===== src/rtl/rst_seq_pkg.sv =====
// Shared types and helpers for the reset sequencer.
// rst_seq_state_e : sequencer phases (Sync, Hold, Release, Run), 2-bit encoded.
// rst_seq_cnt_width : width of the hold/step counter, sized for the larger of the two intervals.
package rst_seq_pkg;

  typedef enum logic [1:0] {
    Sync    = 2'd0,
    Hold    = 2'd1,
    Release = 2'd2,
    Run     = 2'd3
  } rst_seq_state_e;

  // The smallest width that can hold the larger interval
  // (so it also holds that interval minus one).
  localparam int unsigned MinCntWidth = 1;

  function automatic int unsigned rst_seq_cnt_width(int unsigned holdCycles,
                                                     int unsigned stepCycles);
    int unsigned maxVal;
    int unsigned w;
    maxVal = (holdCycles > stepCycles) ? holdCycles : stepCycles;
    w = $clog2(maxVal + 1);
    return (w < MinCntWidth) ? MinCntWidth : w;
  endfunction

endpackage


===== src/rtl/prim_flop_2sync.sv =====
// Two-flop synchroniser with asynchronous active-low reset.
// clk_i  : destination clock
// rst_ni : asynchronous active-low reset, loads ResetValue into both stages
// d_i    : asynchronous input
// q_o    : input re-timed through two flops
module prim_flop_2sync #(
  parameter int unsigned           Width      = 1,
  parameter logic [Width-1:0]      ResetValue = '0
) (
  input  logic             clk_i,
  input  logic             rst_ni,
  input  logic [Width-1:0] d_i,
  output logic [Width-1:0] q_o
);

  logic [Width-1:0] firstStage_q;
  logic [Width-1:0] secondStage_q;

  always_ff @(posedge clk_i or negedge rst_ni) begin
    if (!rst_ni) begin
      firstStage_q  <= ResetValue;
      secondStage_q <= ResetValue;
    end else begin
      firstStage_q  <= d_i;
      secondStage_q <= firstStage_q;
    end
  end

  assign q_o = secondStage_q;

endmodule


===== src/rtl/rst_seq_ctrl.sv =====
// Reset sequencer for a single clock domain.
// The board reset asserts every output immediately; its release is re-timed through a
// synchroniser, stretched for HoldCycles, and the outputs are then released one by one in
// ascending order, StepCycles apart. Synchronous reset requests re-run the sequence.
// A sticky cause register records which source caused a reset.
// clk_i       : domain clock
// rst_ni      : board reset, asynchronous active-low
// rst_req_i   : synchronous reset requests, any bit set restarts the sequence
// cause_clr_i : synchronous clear of cause_o
// rst_no      : sequenced active-low resets, straight from flops
// busy_o      : high while any rst_no bit is still asserted
// cause_o     : sticky cause, bit0 = rst_ni, bit i+1 = rst_req_i[i]
module rst_seq_ctrl
  import rst_seq_pkg::*;
#(
  parameter int unsigned NumRst     = 3,
  parameter int unsigned NumReq     = 2,
  parameter int unsigned SyncStages = 2,
  parameter int unsigned HoldCycles = 16,
  parameter int unsigned StepCycles = 4
) (
  input  logic              clk_i,
  input  logic              rst_ni,
  input  logic [NumReq-1:0] rst_req_i,
  input  logic              cause_clr_i,
  output logic [NumRst-1:0] rst_no,
  output logic              busy_o,
  output logic [NumReq:0]   cause_o
);

  localparam int unsigned    CntW     = rst_seq_cnt_width(HoldCycles, StepCycles);
  localparam int unsigned    IdxW     = $clog2(NumRst) + 1;
  localparam logic [CntW-1:0] HoldLast = CntW'(HoldCycles - 1);
  localparam logic [CntW-1:0] StepLast = CntW'(StepCycles - 1);
  localparam logic [CntW-1:0] CntMax   = '1;

  rst_seq_state_e    state_q, state_d;
  logic [CntW-1:0]   cnt_q, cnt_d;
  logic [IdxW-1:0]   relIdx_q, relIdx_d;
  logic [NumRst-1:0] rst_q, rst_d;
  logic [NumReq:0]   cause_q, cause_d;

  logic syncMid;
  logic syncOut;
  logic reqAny;
  logic releaseFirst;
  logic [CntW-1:0] cntInc;

  // Deassertion synchroniser: a constant 1 shifted in behind the async reset.
  prim_flop_2sync #(
    .Width     (1),
    .ResetValue(1'b0)
  ) u_sync (
    .clk_i (clk_i),
    .rst_ni(rst_ni),
    .d_i   (1'b1),
    .q_o   (syncMid)
  );

  generate
    if (SyncStages > 2) begin : g_extraStages
      logic [SyncStages-3:0] extra_q;

      always_ff @(posedge clk_i or negedge rst_ni) begin
        if (!rst_ni) begin
          extra_q <= '0;
        end else begin
          extra_q[0] <= syncMid;
          for (int i = 1; i < int'(SyncStages) - 2; i++) begin
            extra_q[i] <= extra_q[i-1];
          end
        end
      end

      assign syncOut = extra_q[SyncStages-3];
    end else begin : g_noExtraStages
      assign syncOut = syncMid;
    end
  endgenerate

  always_ff @(posedge clk_i or negedge rst_ni) begin
    if (!rst_ni) begin
      state_q  <= Sync;
      cnt_q    <= '0;
      relIdx_q <= '0;
      rst_q    <= '0;
      cause_q  <= (NumReq + 1)'(1);
    end else begin
      state_q  <= state_d;
      cnt_q    <= cnt_d;
      relIdx_q <= relIdx_d;
      rst_q    <= rst_d;
      cause_q  <= cause_d;
    end
  end

  always_comb begin
    state_d      = state_q;
    cnt_d        = cnt_q;
    relIdx_d     = relIdx_q;
    rst_d        = rst_q;
    releaseFirst = 1'b0;
    reqAny       = |rst_req_i;
    cntInc       = (cnt_q == CntMax) ? cnt_q : cnt_q + CntW'(1);

    unique case (state_q)
      // The edge that first sees the synchroniser high is already the first hold
      // cycle, so the first output rises HoldCycles edges after the chain output does.
      Sync: begin
        if (syncOut) begin
          if (HoldCycles == 1) begin
            releaseFirst = 1'b1;
          end else begin
            state_d = Hold;
            cnt_d   = CntW'(1);
          end
        end
      end
      Hold: begin
        if (cnt_q == HoldLast) begin
          releaseFirst = 1'b1;
        end else begin
          cnt_d = cntInc;
        end
      end
      Release: begin
        if (cnt_q == StepLast) begin
          for (int i = 0; i < int'(NumRst); i++) begin
            if (relIdx_q == IdxW'(i)) begin
              rst_d[i] = 1'b1;
            end
          end
          relIdx_d = relIdx_q + IdxW'(1);
          cnt_d    = '0;
          if (relIdx_q == IdxW'(NumRst - 1)) begin
            state_d = Run;
          end
        end else begin
          cnt_d = cntInc;
        end
      end
      Run: begin
      end
      default: begin
        state_d = Sync;
      end
    endcase

    if (releaseFirst) begin
      rst_d[0] = 1'b1;
      cnt_d    = '0;
      relIdx_d = IdxW'(1);
      state_d  = (NumRst == 1) ? Run : Release;
    end

    // A request outranks any pending release; during Sync it is only recorded.
    if (reqAny && (state_q != Sync)) begin
      rst_d    = '0;
      cnt_d    = '0;
      relIdx_d = '0;
      state_d  = Hold;
    end

    // A set in the same cycle as a clear survives the clear.
    cause_d = (cause_clr_i ? '0 : cause_q) | {rst_req_i, 1'b0};
  end

  assign rst_no  = rst_q;
  assign busy_o  = ~(&rst_q);
  assign cause_o = cause_q;

endmodule


===== config.mk =====
export PLATFORM = sky130hd
export DESIGN_NAME = rst_seq_ctrl
export DESIGN_NICKNAME = d
export VERILOG_FILES = /design/src/rtl/rst_seq_pkg.sv /design/src/rtl/prim_flop_2sync.sv /design/src/rtl/rst_seq_ctrl.sv
export SDC_FILE = /design/constraint.sdc
export NUM_CORES = 1
export LEC_CHECK = 0
export ABC_AREA = 1
export ABC_CLOCK_PERIOD_IN_PS = 3350
export BUFFER_PORTS_ARGS = -buffer_cell sky130_fd_sc_hd__clkbuf_2
export CAP_MARGIN = 20
export CORE_UTILIZATION = 37
export CTS_BUF_LIST = sky130_fd_sc_hd__clkbuf_4 sky130_fd_sc_hd__clkbuf_8
export DETAILED_ROUTE_END_ITERATION = 6
export PLACE_DENSITY = 0.55
export SLEW_MARGIN = 15
export SYNTH_ARGS = -nofsm -noshare
export SYNTH_HDL_FRONTEND = slang
export SYNTH_SLANG_ARGS = --single-unit

===== constraint.sdc =====
create_clock -name clk_i -period 3.35 [get_ports clk_i]
set_clock_uncertainty 0.15 [all_clocks]
set_input_delay 0.5025 -clock clk_i [delete_from_list [all_inputs] [get_ports clk_i]]
set_output_delay 0.5025 -clock clk_i [all_outputs]
set_load 0.005 [all_outputs]

==> results of run 1 <==
==> state kept, by name, summed over array words and instances (netlist names) <==
name	cells
rst_no	3
u_sync.firstStage_q	1
relIdx_q	3
cause_o	3
state_q	2
u_sync.q_o	1
cnt_q	5
==> kinds of logic after synthesis <==
kind of cell,Yosys count,synth area share
flops,18,0.4025
other cells,1,0.003341
xor+xnor,1,0.007805
fa+ha+maj,9,0.1003
compound gates,9,0.06019
buf+inv,31,0.1037
simple gates,77,0.3222
==> critical path: cells and delay by family (launching register included) <==
family / cells / cell delay, ps
flops: 1 / 380
fa+ha+maj: 1 / 220
simple gates: 5 / 770
buf+inv: 3 / 160
==> cell usage in the layout (no fill, tap or decap) <==
cell                            Yosys  final
sky130_fd_sc_hd__nand2_1           35     35
sky130_fd_sc_hd__o21bai_1           2      2
sky130_fd_sc_hd__dlygate4sd3_1      0      1
sky130_fd_sc_hd__nand2_2            3      3
sky130_fd_sc_hd__o21bai_4           1      1
sky130_fd_sc_hd__nor2_2             3      3
sky130_fd_sc_hd__inv_2              2      2
sky130_fd_sc_hd__o21ai_1            1      1
sky130_fd_sc_hd__nand3_4            1      1
sky130_fd_sc_hd__dfstp_2            1      1
sky130_fd_sc_hd__conb_1             1      1
sky130_fd_sc_hd__o21ai_0            1      1
sky130_fd_sc_hd__clkbuf_2           0     11
sky130_fd_sc_hd__nor2_1            14     14
sky130_fd_sc_hd__dfrtp_1           17     17
sky130_fd_sc_hd__clkbuf_4           0      3
sky130_fd_sc_hd__nand2_4            1      1
sky130_fd_sc_hd__a21oi_1            3      3
sky130_fd_sc_hd__nand3_1           15     15
sky130_fd_sc_hd__clkbuf_8           0      1
sky130_fd_sc_hd__inv_1             29     29
sky130_fd_sc_hd__ha_1               9      9
sky130_fd_sc_hd__nor2_4             1      1
sky130_fd_sc_hd__o21ai_2            1      1
sky130_fd_sc_hd__nand4_1            4      4
sky130_fd_sc_hd__xor2_1             1      1
==> layout make-up <==
type,instances,area [µm²],share of cell area
repair buffers,12,65.06,0.05154
clock buffers,4,36.28,0.02874
flip-flops and latches,18,451.7,0.3578
well taps,31,38.79,0.03072
inverters,31,116.4,0.09217
multi-input cells,97,554.3,0.4390
==> routing by layer <==
| metal | vias up | GRT usage | routed length, µm |
|---|---|---|---|
| li1 | 476 | - | - |
| met1 | 398 | 0.2006 | 1069 |
| met2 | 16 | 0.2218 | 929 |
| met3 | 2 | 0.04082 | 59 |
| met4 | 0 | 0.03484 | 17 |
| met5 | - | 0 | 0 |
==> metrics by stage <==
| step | instances | setup slack, ps | utilization |
|---|---|---|---|
| detailed placement | 188 | 1624 | 0.4335 |
| global route | 193 | 1424 | 0.4500 |
| CTS | 193 | 1602 | 0.4500 |
| global placement | 188 | 1654 | 0.4335 |
| floorplan | 146 | 1808 | - |
| finish | 193 | 1614 | 0.4500 |
==> how the worst max path moves through the flow <==
stage,cells after the start,endpoint,slack (ps)
6_report,9,cnt_q[1]$_DFFE_PN0P_,1610
5_1_grt,8,state_q[1]$_DFFE_PN0P_,1420
4_1_cts,9,cnt_q[1]$_DFFE_PN0P_,1600
3_5_place_dp,9,cnt_q[1]$_DFFE_PN0P_,1620
3_3_place_gp,9,cnt_q[1]$_DFFE_PN0P_,1650
2_1_floorplan,9,cnt_q[1]$_DFFE_PN0P_,1810
==> power groups by stage <==
stage / combinational (mW) / clock, mW / sequential (mW)
floorplan: 0.158 / 0 / 0.257
global placement: 0.196 / 0 / 0.261
detailed placement: 0.200 / 0 / 0.262
CTS: 0.202 / 0.148 / 0.258
global route: 0.231 / 0.155 / 0.263
finish: 0.200 / 0.141 / 0.257
==> flow_summary.json, run 1 <==
{
  "status": "finished clean",
  "clockPowerShare": 0.236,
  "vdd_ir_drop_max_mv": 0.2490,
  "power.switching_mw": 0.2269,
  "grt_pass1_vias": 823,
  "floorplan.core_area_um2": 2805,
  "fp-row-count": 19,
  "syn-instance-count": 146,
  "drcViolationCount": 0,
  "final.period_utilization": 0.5182,
  "floorplan.die.height_um": 57.08,
  "whs_ps": 196.9,
  "p_seq_frac": 0.430,
  "synth_seq_area_share": 0.4025,
  "cts_hold_repair.buffers": 1,
  "cts_tree": "yes",
  "area_growth_syn_to_layout_pct": 12.49,
  "number_of_warnings_issued_by_yosys": 0,
  "setup-violations-final": 0,
  "grt.total_usage": 0.1438,
  "syn-num-nets": 160,
  "power.density_cell_area_nw_per_um2": 474.0,
  "worst_path_max_delay_cell": "sky130_fd_sc_hd__dfrtp_1",
  "detail_route.wl_per_cell_um": 10.75,
  "stdcell_area_um2": 1262,
  "share_comb_of_total_power": 0.334,
  "sum_of_net_half_perimeters_after_detailed_placement_um": 1591,
  "drv_slew": 0,
  "static-leakage-power_nw": 0.6920,
  "antenna_found_initial": 0,
  "setup.reg_to_reg.worst_slack_ps": 1610,
  "detailed_place.area_um2": 1216,
  "detailedRoute.firstIterationViolations": 28,
  "buffer_ports.inserted": 11,
  "worst_skew_pair.late_latency_ps": 300,
  "cts_repair_resize_count": 0,
  "critical_path.cell_chain": "inv_1, ha_1, nor2_1, nand3_1, nand2_4, inv_2, nand2_2, inv_1, nor2_1",
  "timing.critical_path.to_type": "register",
  "hold_path_end": "cause_o[0]$_DFFE_PN1P_",
  "hold_path.startpoint": "cause_clr_i",
  "post-synth-top-area-fraction": 0.3790,
  "wirelength_um": 2075,
  "global_route.overflow_total": 0,
  "post-layout-total-power_mw": 0.5985,
  "cts.sinks": 18,
  "horizontal_die_dimension_um": 57.08,
  "post_synth.cell_area_avg_um2": 7.687,
  "cts_setup_buffers": 0,
  "drv.max_cap_violation_count": 0,
  "timing.rr.end": "cnt_q[1]$_DFFE_PN0P_",
  "ffs_latches_synth": 18,
  "yosys.cell_count.top_type": "sky130_fd_sc_hd__nand2_1",
  "reg2reg_depth": 9,
  "holdCritPathClass": "input port to register",
  "asyncSetResetFlopFracSynth": 1.000,
  "fill_cells": 279,
  "clkSlewWorstSetupHoldPaths_ps": 120,
  "cp-startpoint": "state_q[0]$_DFFE_PN0P_",
  "grt_pass1_wl_um": 3629,
  "clockRootBuffer": "sky130_fd_sc_hd__clkbuf_4",
  "num-nets-final": 177,
  "post_drt_via_cell_ratio": 4.622,
  "totalNegativeSetupSlack_ps": 0,
  "ctsHtreeMaxLevel": 1,
  "floorplan.die_area_um2": 3258,
  "hold_viol_final": 0,
  "swShare": 0.3792,
  "drt-pass1-iter-count": 4,
  "n_antenna_cell": 0,
  "internal_power_mw": 0.3715,
  "cp_data_arrival_time_ps": 1840,
  "area_of_the_mapped_netlist_um2": 1122,
  "synth_cell_type_count": 22,
  "num_vias": 892,
  "critical_path_class": "register to register",
  "timing.hold.worst_path_depth": 2,
  "period_minus_slack_ps": 1736,
  "ys_dominant_reg_cell": "sky130_fd_sc_hd__dfrtp_1",
  "fraction_of_final_layout_cells_with_drive_strength_greater_than_1": 0.1790,
  "worst_r2r_startpoint": "state_q[0]$_DFFE_PN0P_",
  "tritoncts_buffer_count": 3,
  "synth_enable_flop_cells": 0,
  "synth.cells.most_frequent": "sky130_fd_sc_hd__nand2_1, sky130_fd_sc_hd__inv_1, sky130_fd_sc_hd__dfrtp_1, sky130_fd_sc_hd__nand3_1, sky130_fd_sc_hd__nor2_1",
  "pin_count": 12,
  "worstSetupStartpointType": "register",
  "ys_top_cells_by_area": "sky130_fd_sc_hd__dfrtp_1, sky130_fd_sc_hd__nand2_1, sky130_fd_sc_hd__ha_1",
  "required_ps": 3450,
  "worst-path-max-fanout": 6,
  "start_util": 0.4001,
  "last_weighted_congestion_value_of_the_routability_driven_placer": 0.8417,
  "max_clock_freq_mhz": 576.0,
  "drt.antenna.violating_nets": 0,
  "cts_buffer_depth": 2,
  "unrepaired_setup_endpoints_after_global_routing": "false",
  "max_stage_delay_ps": 380,
  "yosysTopAreaCell": "sky130_fd_sc_hd__dfrtp_1",
  "pin_count_of_the_biggest_net_entering_global_routing": 19
}
Note: power is estimated with default switching activity, not from simulation.
==> run 2, diff against run 1 <==
ABC_CLOCK_PERIOD_IN_PS = 1400   (was 3350)
PLACE_DENSITY = 0.57   (was 0.55)
clock period = 1.4 ns   (was 3.35 ns; I/O delays follow)
==> flow_summary.json, run 2 (synthesized netlist as in run 1, its figures left out) <==
{
  "detail_route.wl_per_cell_um": 10.90,
  "setup-violations-final": 12,
  "preCtsSetupSlack_ps": -194.9,
  "global_route.overflow_total": 0,
  "static-leakage-power_nw": 0.8136,
  "grt_pass1_wl_um": 4112,
  "required_ps": 1450,
  "pin_count_of_the_biggest_net_entering_global_routing": 19,
  "cts_tree": "yes",
  "cts_buffer_depth": 2,
  "buffer_ports.inserted": 11,
  "drt.antenna.violating_nets": 0,
  "layout_common_cells": "sky130_fd_sc_hd__nand2_1, sky130_fd_sc_hd__inv_1, sky130_fd_sc_hd__buf_4",
  "drv.max_cap_violation_count": 0,
  "grt_pass1_vias": 986,
  "status": "finished, violations left",
  "power.density_cell_area_nw_per_um2": 1111,
  "num-nets-final": 200,
  "largest_register": "cnt_q",
  "grt.total_usage": 0.1637,
  "drcViolationCount": 0,
  "cp_data_arrival_time_ps": 1590,
  "wirelength_um": 2355,
  "whs_ps": 216.8,
  "detailedRoute.firstIterationViolations": 38,
  "detailed_place.area_um2": 1344,
  "cts.sinks": 18,
  "antenna_found_initial": 0,
  "floorplan.die_area_um2": 3258,
  "last_weighted_congestion_value_of_the_routability_driven_placer": 0.7877,
  "vdd_ir_drop_max_mv": 0.6870,
  "fraction_of_final_layout_cells_with_drive_strength_greater_than_1": 0.3892,
  "stdcell_area_um2": 1587,
  "post_drt_via_cell_ratio": 4.713,
  "unrepaired_setup_endpoints_after_global_routing": "true",
  "drv_slew": 0,
  "horizontal_die_dimension_um": 57.08,
  "tritoncts_buffer_count": 3,
  "clkSlewWorstSetupHoldPaths_ps": 100,
  "final.period_utilization": 1.098,
  "pin_count": 12,
  "holdCritPathClass": "register to register",
  "worstSetupStartpointType": "register",
  "failed_checks": "setup timing",
  "most_common_cell_after_layout_fill_and_taps_aside": "sky130_fd_sc_hd__nand2_1",
  "ctsHtreeMaxLevel": 1,
  "floorplan.die.height_um": 57.08,
  "fp-row-count": 19,
  "n_antenna_cell": 0,
  "area_growth_syn_to_layout_pct": 41.36,
  "fill_cells": 268,
  "timing.critical_path.to_type": "register",
  "num_vias": 1018,
  "period_minus_slack_ps": 1538,
  "critical_path_class": "register to register",
  "finalWorstSetupSlack_ps": -137.6,
  "floorplan.core_area_um2": 2805,
  "max_ffs_per_register": 5,
  "sum_of_net_half_perimeters_after_detailed_placement_um": 1798,
  "start_util": 0.4001,
  "clockRootBuffer": "sky130_fd_sc_hd__clkbuf_4",
  "max_clock_freq_mhz": 650.4,
  "hold_viol_final": 0,
  "drt-pass1-iter-count": 6,
  "worst-path-max-fanout": 4,
  "worst_skew_pair.late_latency_ps": 290
}
## run 2: critical path, stage by stage, from the launching register on
cell and delay [ps]:
sky130_fd_sc_hd__dfrtp_1 440, sky130_fd_sc_hd__ha_2 200, sky130_fd_sc_hd__inv_2 50, sky130_fd_sc_hd__nor2_4 110
sky130_fd_sc_hd__nand2_2 90, sky130_fd_sc_hd__nor2_4 140, sky130_fd_sc_hd__inv_2 70, sky130_fd_sc_hd__nand2_1 60
sky130_fd_sc_hd__nand3_1 60, sky130_fd_sc_hd__nand2_1 60, sky130_fd_sc_hd__inv_1 30
## run 2: power breakdown
group          leakage, nW  internal (mW)  switching [mW]
Combinational        0.561          0.392           0.441
Sequential           0.231          0.562          0.0500
Clock               0.0210          0.158           0.158
Total                0.814           1.11           0.650
## run 2: worst paths after layout
check	from	to	slack, ps	cells after the start
max	cnt_q[1]$_DFFE_PN0P_	relIdx_q[0]$_DFFE_PN0P_	-140	10
min	u_sync.firstStage_q$_DFF_PN0_	u_sync.q_o$_DFF_PN0_	220	0
max in group asynchronous	rst_ni	cause_o[0]$_DFFE_PN1P_	540	2
min in group asynchronous	rst_ni	rst_no[2]$_DFFE_PN0P_	230	2
max reg2reg	cnt_q[1]$_DFFE_PN0P_	relIdx_q[0]$_DFFE_PN0P_	-140	10
min reg2reg	u_sync.firstStage_q$_DFF_PN0_	u_sync.q_o$_DFF_PN0_	220	0
## run 2: layer usage
| layer | GRT usage | up-vias | part of all wire | routed length [µm] |
|---|---|---|---|---|
| met4 | 0.06969 | 0 | 0.014 | 34 |
| met2 | 0.2975 | 15 | 0.52 | 1222 |
| met3 | 0.02041 | 4 | 0.018 | 42 |
| met1 | 0.1939 | 475 | 0.45 | 1056 |
| li1 | - | 524 | - | - |
| met5 | 0 | - | 0 | 0 |
## run 2: final cells by class
class	instances	area (µm²)	area share
multi-input combinational	97	691.9	0.4361
sequential	18	451.7	0.2847
timing repair buffer	35	249.0	0.1569
inverter	31	118.9	0.07492
tap	31	38.79	0.02445
clock buffer	4	36.28	0.02287
## run 2: per-stage QoR
step	util	total power, mW	TNS, ps	cells
2_1_floorplan	-	1.011	-509.2	146
3_3_place_gp	0.4790	1.206	-1281	202
3_5_place_dp	0.4790	1.218	-1531	202
4_1_cts	0.5500	1.731	-1222	214
5_1_grt	0.5656	1.893	-2499	216
6_report	0.5656	1.762	-1243	216
## run 2: what timing repair did
action,4_1_cts,5_1_grt
endpoints found under the setup margin,13,13
endpoints found under the hold margin,20,0
resized for setup,21,11
gates cloned,0,0
buffers inserted,4,2
hold buffers,4,0
pin swaps,9,3
